### config.mk
export PLATFORM = sky130hd
export DESIGN_NAME = ps2_kbd_stim
export DESIGN_NICKNAME = d
export VERILOG_FILES = /design/src/rtl/ps2_pkg.sv /design/src/rtl/ps2_frame_tx.sv /design/src/rtl/ps2_kbd_stim.sv
export SDC_FILE = /design/constraint.sdc
export NUM_CORES = 1
export LEC_CHECK = 0
export BUFFER_PORTS_ARGS = -buffer_cell sky130_fd_sc_hd__buf_2
export CAP_MARGIN = 20
export CORE_UTILIZATION = 58
export CTS_BUF_LIST = sky130_fd_sc_hd__clkbuf_2
export DETAILED_ROUTE_END_ITERATION = 8
export GPL_TIMING_DRIVEN = 0
export PLACE_DENSITY = 0.86
export SYNTH_ARGS = -nofsm -noshare
export SYNTH_HDL_FRONTEND = slang
export SYNTH_SLANG_ARGS = --single-unit
export TNS_END_PERCENT = 100
### constraint.sdc
create_clock -name i_clk -period 2 [get_ports i_clk]
set_input_delay 0.6 -clock i_clk [delete_from_list [all_inputs] [get_ports i_clk]]
set_output_delay 0.6 -clock i_clk [all_outputs]
set_load 0.02 [all_outputs]
### src/rtl/ps2_pkg.sv
// Shared types, constants and helpers for the PS/2 keyboard stimulus block.
package ps2_pkg;

  // Sequencer and frame-engine states. The sequencer uses ST_BIT_HI as
  // "frame in flight"; the frame engine owns the real high/low split.
  typedef enum logic [2:0] {
    ST_IDLE   = 3'd0,
    ST_WAIT   = 3'd1,
    ST_BIT_HI = 3'd2,
    ST_BIT_LO = 3'd3,
    ST_DONE   = 3'd4
  } state_t;

  localparam int         FRAME_BITS = 11;
  localparam logic [7:0] BREAK_CODE = 8'hF0;

  // Odd parity: the parity bit makes the count of ones over data+parity odd.
  function automatic logic odd_parity(input logic [7:0] d);
    return ~^d;
  endfunction

  // Frame layout, bit 0 sent first: start(0), data LSB first, parity, stop(1).
  function automatic logic [FRAME_BITS-1:0] build_frame(input logic [7:0] d);
    return {1'b1, odd_parity(d), d, 1'b0};
  endfunction

endpackage

### src/rtl/ps2_frame_tx.sv
// Serializes one byte as an 11-bit PS/2 device-to-host frame.
//
// Handshake: start is sampled only while idle (busy=0); the frame begins on
// the edge that samples it. finished is high for exactly the last cycle of the
// frame (final low phase of the stop bit), so the owner can react on the same
// edge at which the engine returns to idle with no dead cycle.
module ps2_frame_tx
  import ps2_pkg::*;
#(
  parameter int DIVISOR = 2
) (
  input  logic       clk,
  input  logic       rst,
  input  logic       start,
  input  logic [7:0] data,
  output logic       busy,
  output logic       finished,
  output logic       ps2_clk,
  output logic       ps2_data
);

  state_t                  state;
  logic [15:0]             div_cnt;
  logic [3:0]              bit_idx;
  logic [FRAME_BITS-1:0]   frame_q;
  logic                    ps2_clk_q;
  logic                    ps2_data_q;

  logic                    div_last;
  logic                    bit_last;
  logic [3:0]              next_idx;
  logic [FRAME_BITS-1:0]   frame_next;

  // Phase/bit terminal counts and the frame to load on start.
  always_comb begin
    div_last   = (div_cnt == 16'(DIVISOR - 1));
    bit_last   = (bit_idx == 4'(FRAME_BITS - 1));
    next_idx   = bit_idx + 4'd1;
    frame_next = build_frame(data);
  end

  // Bit-timing FSM; data only moves together with the clock going high.
  always_ff @(posedge clk or posedge rst) begin
    if (rst) begin
      state      <= ST_IDLE;
      div_cnt    <= '0;
      bit_idx    <= '0;
      frame_q    <= '0;
      ps2_clk_q  <= 1'b1;
      ps2_data_q <= 1'b1;
    end else begin
      case (state)
        ST_IDLE: begin
          if (start) begin
            frame_q    <= frame_next;
            bit_idx    <= '0;
            div_cnt    <= '0;
            ps2_clk_q  <= 1'b1;
            ps2_data_q <= frame_next[0];
            state      <= ST_BIT_HI;
          end
        end
        ST_BIT_HI: begin
          if (div_last) begin
            div_cnt   <= '0;
            ps2_clk_q <= 1'b0;
            state     <= ST_BIT_LO;
          end else begin
            div_cnt <= div_cnt + 16'd1;
          end
        end
        ST_BIT_LO: begin
          if (div_last) begin
            div_cnt   <= '0;
            ps2_clk_q <= 1'b1;
            if (bit_last) begin
              ps2_data_q <= 1'b1;
              state      <= ST_IDLE;
            end else begin
              bit_idx    <= next_idx;
              ps2_data_q <= frame_q[next_idx];
              state      <= ST_BIT_HI;
            end
          end else begin
            div_cnt <= div_cnt + 16'd1;
          end
        end
        default: begin
          state      <= ST_IDLE;
          ps2_clk_q  <= 1'b1;
          ps2_data_q <= 1'b1;
        end
      endcase
    end
  end

  assign busy     = (state != ST_IDLE);
  assign finished = (state == ST_BIT_LO) && div_last && bit_last;
  assign ps2_clk  = ps2_clk_q;
  assign ps2_data = ps2_data_q;

endmodule

### src/rtl/ps2_kbd_stim.sv
// PS/2 keyboard (device side) stimulus source: on a rising edge of i_request
// it sends a make (and optionally break) scancode sequence, each byte
// preceded by DELAY idle cycles, then pulses o_done for one cycle.
module ps2_kbd_stim
  import ps2_pkg::*;
#(
  parameter int         DIVISOR    = 2,
  parameter int         DELAY      = 20,
  parameter logic [7:0] SCANCODE   = 8'h3E,
  parameter int         SEND_BREAK = 1
) (
  input  logic i_clk,
  input  logic i_rst,
  input  logic i_request,
  output logic o_ps2_clk,
  output logic o_ps2_data,
  output logic o_done
);

  // Index of the final byte: make/F0/make, or make alone.
  localparam logic [1:0] LAST_BYTE = (SEND_BREAK != 0) ? 2'd2 : 2'd0;

  state_t      state;
  logic        req_q;
  logic [15:0] wait_cnt;
  logic [1:0]  byte_idx;
  logic        done_q;

  logic        req_edge;
  logic        tx_start;
  logic [7:0]  tx_byte;
  logic        tx_busy;
  logic        tx_finished;
  logic        tx_clk;
  logic        tx_data;

  // Request edge, end of the pre-byte delay, and the byte to send next.
  always_comb begin
    req_edge = i_request & ~req_q;
    tx_start = (state == ST_WAIT) && (wait_cnt == 16'(DELAY - 1)) && !tx_busy;
    tx_byte  = (byte_idx == 2'd1) ? BREAK_CODE : SCANCODE;
  end

  // Sequencer: delay, hand a byte to the frame engine, repeat, then done.
  always_ff @(posedge i_clk or posedge i_rst) begin
    if (i_rst) begin
      state    <= ST_IDLE;
      req_q    <= 1'b0;
      wait_cnt <= '0;
      byte_idx <= '0;
      done_q   <= 1'b0;
    end else begin
      req_q  <= i_request;
      done_q <= 1'b0;
      case (state)
        ST_IDLE: begin
          if (req_edge) begin
            wait_cnt <= '0;
            byte_idx <= '0;
            state    <= ST_WAIT;
          end
        end
        ST_WAIT: begin
          if (tx_start) begin
            wait_cnt <= '0;
            state    <= ST_BIT_HI;
          end else begin
            wait_cnt <= wait_cnt + 16'd1;
          end
        end
        ST_BIT_HI: begin
          if (tx_finished) begin
            if (byte_idx == LAST_BYTE) begin
              done_q <= 1'b1;
              state  <= ST_DONE;
            end else begin
              byte_idx <= byte_idx + 2'd1;
              wait_cnt <= '0;
              state    <= ST_WAIT;
            end
          end
        end
        ST_DONE: begin
          // Edges seen here are dropped; only IDLE accepts a request.
          state <= ST_IDLE;
        end
        default: begin
          state <= ST_IDLE;
        end
      endcase
    end
  end

  ps2_frame_tx #(
    .DIVISOR (DIVISOR)
  ) u_frame_tx (
    .clk      (i_clk),
    .rst      (i_rst),
    .start    (tx_start),
    .data     (tx_byte),
    .busy     (tx_busy),
    .finished (tx_finished),
    .ps2_clk  (tx_clk),
    .ps2_data (tx_data)
  );

  assign o_ps2_clk  = tx_clk;
  assign o_ps2_data = tx_data;
  assign o_done     = done_q;

endmodule

# Word level (Yosys, flattened, before mapping)
# Index checks and enable logic that the tools add are counted.
# classes
n_addsub,4
n_lt_le_gt_ge,1
n_eq_ne,17
mux,39
n_bitwise,3
reduce_logical,22
# ops
cell,count
$mux W16,6
$pmux W16 S3,1
$add A16 B1 Y16 const B,2
$pmux W16 S2,1
$mux W3,6
$pmux W3 S3,2
$eq A16 B1 Y1 const B,1
$eq A16 B5 Y1 const B,1
$mux W4,3
$ne A2 B2 Y1 const B,6
$reduce_and A4 Y1,3
$mux W1,10
$eq A3 B2 Y1 const B,3
$reduce_and A3 Y1,3
$mux W2,4
$mux W8,1
$pmux W4 S2,1
$reduce_xnor A8 Y1,1
$logic_not A3 Y1,2
$pmux W1 S3,2
$reduce_bool A2 Y1,3
$reduce_bool A3 Y1,2
$lt A4 B5 Y1 const B,1
$add A4 B1 Y4 const B,1
14 further kinds,20
# totals
register_bits,58
inputBits,3
output_inout_bits,3

# Logic depth before layout (Yosys ltp)
# depth
ltp_word,6
ltp_mapped,8

# Hierarchy
# Synthesis repeated with hierarchy kept, for this count alone.
# unflattened
cells_unflattened,349
hier_area_um2,3373.2
# modules_own_cells
mod,n_inst,cells_per_inst,area_each_um2,seq_area_each_um2
ps2_frame_tx,1,195,1974.4,853.3
ps2_kbd_stim,1,154,1398.8,575.6

# Least setup slack after synthesis
# Ideal clock, no wire load.
# synth_path
path_type,reg2reg
startpoint,reg u_frame_tx.div_cnt[5]
endpoint,reg u_frame_tx.bit_idx[1]
setup_ns,0.121
arrival_ns,2.079
slack_ns,-0.200
stages_incl_launch_ff,7
path_buffers,1
period_less_slack_ns,2.200
cell_sequence,dfrtp_1 or4_4 or4_4 buf_6 o21ai_1 o21ai_1 a22o_1
# synth_between
elab_chain_cells,3
# synth_lines
item,line_no,rtl
from (decl),ps2_frame_tx.sv:23,logic [15:0] div_cnt;
from (signal assigned),ps2_frame_tx.sv:69,div_cnt <= div_cnt + 16'd1;
from (signal assigned),ps2_frame_tx.sv:85,div_cnt <= div_cnt + 16'd1;
$eq A16 B1 Y1,ps2_frame_tx.sv:36,div_last = (div_cnt == 16'(DIVISOR - 1));
$ne A2 B1 Y1 (no line),-,
$reduce_and A4 Y1 (no line),-,
to (signal assigned),ps2_frame_tx.sv:80,bit_idx <= next_idx;
to (decl),ps2_frame_tx.sv:24,logic [3:0] bit_idx;
# No other way between the ends.
# A chain may end at the register's enable or synchronous reset.

# Final worst setup path
# layout_path
startpoint,reg u_frame_tx.div_cnt[3]
endpoint,reg u_frame_tx.bit_idx[1]
# Same word-level chain as after synthesis.

==> results.md <==
* Unrepaired setup endpoints after global routing: true
* Final hold slack at between 0.05 and 0.06 ns
* Dominant cell type by area after synthesis: dfrtp_1
* CTS tree: done
* Internal power at 1.237 mW
* Pwr/cell area at roughly 460 mW/mm^2
* CTS Buffer Depth at 2
* Worst setup EP type: register
* Failing checks: negative setup slack
* Clock Power Share at between 30% and 40%
* Critical setup path kind: register to register
* Worst Max-Slew Pin Slew at approximately 0.73 ns
* Sequential Area at 0.001254 sq mm
* Antenna Cells at 0
* Crit share post-route at 109.4%
* Synth warnings at 0
* Layout Nets at 349
* Crit path max fanout at 6
* Max VDD drop at 533.9 uV
* Number of cell rows at 25
* Gpl congestion at 0.8495
* Final setup vio count at 27
* Relative slew slack at 50.43%
* Share of flip-flops with an asynchronous set or reset at 100.0%
* Vias/cell at 6.209
* DRT Pass-1 Iters at 4
* Root buf cell: clkbuf_2
* Most used flip-flop cell after synthesis: dfrtp_1
* Comb power frac at 1.8%
* Status: finished, violations left
* Classification of the worst-slack hold path: input pin to asynchronous set/reset pin
* Switch Pwr at roughly 340 uW
* Clock skew at 0.03458 ns
* Slowest cell on the critical path: or4_4
* Final WL at around 6600 um
* Initial antenna violation count at 0
* GR Overflow Total at 0
* Mapped Cells at 310
* Most frequent cells after synthesis: dfrtp_1, nand2_1, o21ai_0
* WL per Instance at 16.33 um
* Placed cell count at 383
* Die Ht at 71.90 um
* CTS Buf Count at 5
* CP delay by family, top: simple AND/OR/NAND/NOR gates
* Post-synthesis sequential element count at 50
* Fmax at 0.4571 GHz
* Critical path, cell by cell: or4_4 > or4_4 > o21ai_2 > o21ai_2 > a22o_1
* Drt drc at 0
* Non-filler cells, final at 407
* Vias in the first global route at 2265
* Crit path time final at 2.188 ns
* Yosys cell types at 52
* Vias at around 2500
* Mapped Area at 0.002834 sq mm
* Overall Global Routing Usage at 24.95%
* Final slew viol count at 0
* Area delta synth->final at 21.68%
* Leak pwr at 1.514 nW
* Buffers added on ports at 5
* Number of synthesized flops with an enable pin at 0
* Synth top area share at between 40% and 50%
* Die extent in x at 71.90 um
* Switching Fraction at 21.46%
* Placeable Area at roughly 0.0047 sq mm
* Startpoint Class: register
* Proportion of layout cells with a drive suffix above 1 at between 20% and 30%
* I/O pin count at 6
* FF-to-FF setup slack at -0.19 ns
* First-pass GRT wire length at slightly above 10000 um
* HPWL after DPL at 4027 um
* Hold Vio Cnt, Final at 0
* Seq/Total Area, Yosys at 44.24%
* Arr. time, crit path at 2.55 ns
* Sequential power share at 64.5%
* Worst path buffer plus inverter count at 0
* Final WS setup at -0.1876 ns
* Maximum Capacitance Violations at 0
* Detail Route Antenna Nets at 0
* H-tree depth at 2
* Total power at 1.574 mW
* Fillers at 303
* Starting density of the core at 60.00%
* Post-Syn Area per Cell at 9.142 sq um
* Multi-input logic area at between 0.0015 and 0.002 sq mm
* # clock sinks at 50
* Setup TNS at -2.431 ns
* Biggest cell delay along the critical path at about 0.60 ns
* Top cells by area, synth: dfrtp_1, nand2_1, o21ai_0
* Largest net degree at the start of global routing at 42
* Crit path required time at 2.36 ns
* Syn nets at 320
* Most numerous cell in the Yosys netlist: dfrtp_1
* DR iter-0 viols at 260
* Area of the die at 0.005170 sq mm
* Skew-Pair Late Insertion Delay at 0.43 ns
* Reg clk slew, reported paths at roughly 0.25 ns
-- cell families after synthesis --
group | Yosys count | synth area share [%]
mux | 5 | 1.810
fa+ha+maj | 7 | 3.090
buf+inv | 25 | 3.620
flops | 50 | 44.24
compound gates | 90 | 20.44
simple gates | 126 | 24.64
xor+xnor | 7 | 2.163
-- worst reg2reg max path, cell delays in order, from the launching register on --
cell     delay, ns
dfrtp_1       0.50
or4_4         0.60
or4_4         0.59
o21ai_2       0.16
o21ai_2       0.07
a22o_1        0.20
-- cells in the final DEF, fill, tap and decap left out, types with 7 or more instances in the layout --
| cell type | n |
|---|---|
| o21ai_0 | 8 |
| nor3_1 | 8 |
| nand3_1 | 16 |
| buf_4 | 19 |
| inv_1 | 12 |
| dfrtp_1 | 48 |
| clkbuf_2 | 7 |
| a21oi_1 | 12 |
| nand2_1 | 34 |
| o21ai_1 | 20 |
| nor2_1 | 11 |
-- final timing paths --
check,from,end,cells after the start
max,u_frame_tx.div_cnt[3],u_frame_tx.bit_idx[1],5
min,i_rst,wait_cnt[11],2
max reg2reg,u_frame_tx.div_cnt[3],u_frame_tx.bit_idx[1],5
min reg2reg,u_frame_tx.ps2_clk,u_frame_tx.ps2_clk,2
max in group asynchronous,i_rst,u_frame_tx.ps2_clk,3
min in group i_clk,i_request,req_q,1
-- metal layers --
layer / share of wire [%] / global-route usage, %
met2: 52 / 42.03
met1: 42 / 32.97
met3: 4.0 / 4.444
met4: 1.3 / 8.061
met5: 0 / 0
-- area by class of cell --
cell class                      instances  area share (%)
Buffer                                  8           1.560
Timing Repair Buffer                   26           5.878
Tap cell                               67           2.431
Clock buffer                            6          0.8708
Clock inverter                          2           1.089
Inverter                               13           1.415
Multi-Input combinational cell        235           50.40
Sequential cell                        50           36.36
-- state kept, by name (all words and copies together), names as in the netlist, 2 cells and up --
register / cells
u_frame_tx.frame_q: 3
byte_idx: 2
wait_cnt: 16
u_frame_tx.bit_idx: 4
u_frame_tx.state: 2
u_frame_tx.div_cnt: 16
state: 3
-- timing repair --
| item | 4_1_cts | 5_1_grt |
|---|---|---|
| pin swaps | 10 | 14 |
| hold buffers | 0 | 0 |
| endpoints found under the setup margin | 43 | 42 |
| buffers inserted | 15 | 5 |
| endpoints found under the hold margin | 0 | 0 |
| gates resized for setup | 40 | 51 |
-- power by group through the flow --
stage / clock network, mW / logic [mW] / registers [mW]
2_1_floorplan: 0 / 0.0158 / 1.03
6_report: 0.531 / 0.0280 / 1.02
4_1_cts: 0.545 / 0.0290 / 1.02
3_5_place_dp: 0 / 0.0288 / 1.03
5_1_grt: 0.579 / 0.0326 / 1.02
3_3_place_gp: 0 / 0.0237 / 1.03
-- stage by stage --
step           utilization [%]  setup slack [ns]  cell area (sq um)
2_1_floorplan                -           -0.1472               2836
3_3_place_gp             62.36           -0.4518               2945
4_1_cts                  68.61           -0.1519               3241
6_report                 73.01           -0.1876               3448
5_1_grt                  73.01           -0.2337               3448
3_5_place_dp             62.78           -0.4031               2965
Note: power is estimated with default switching activity, not from simulation.
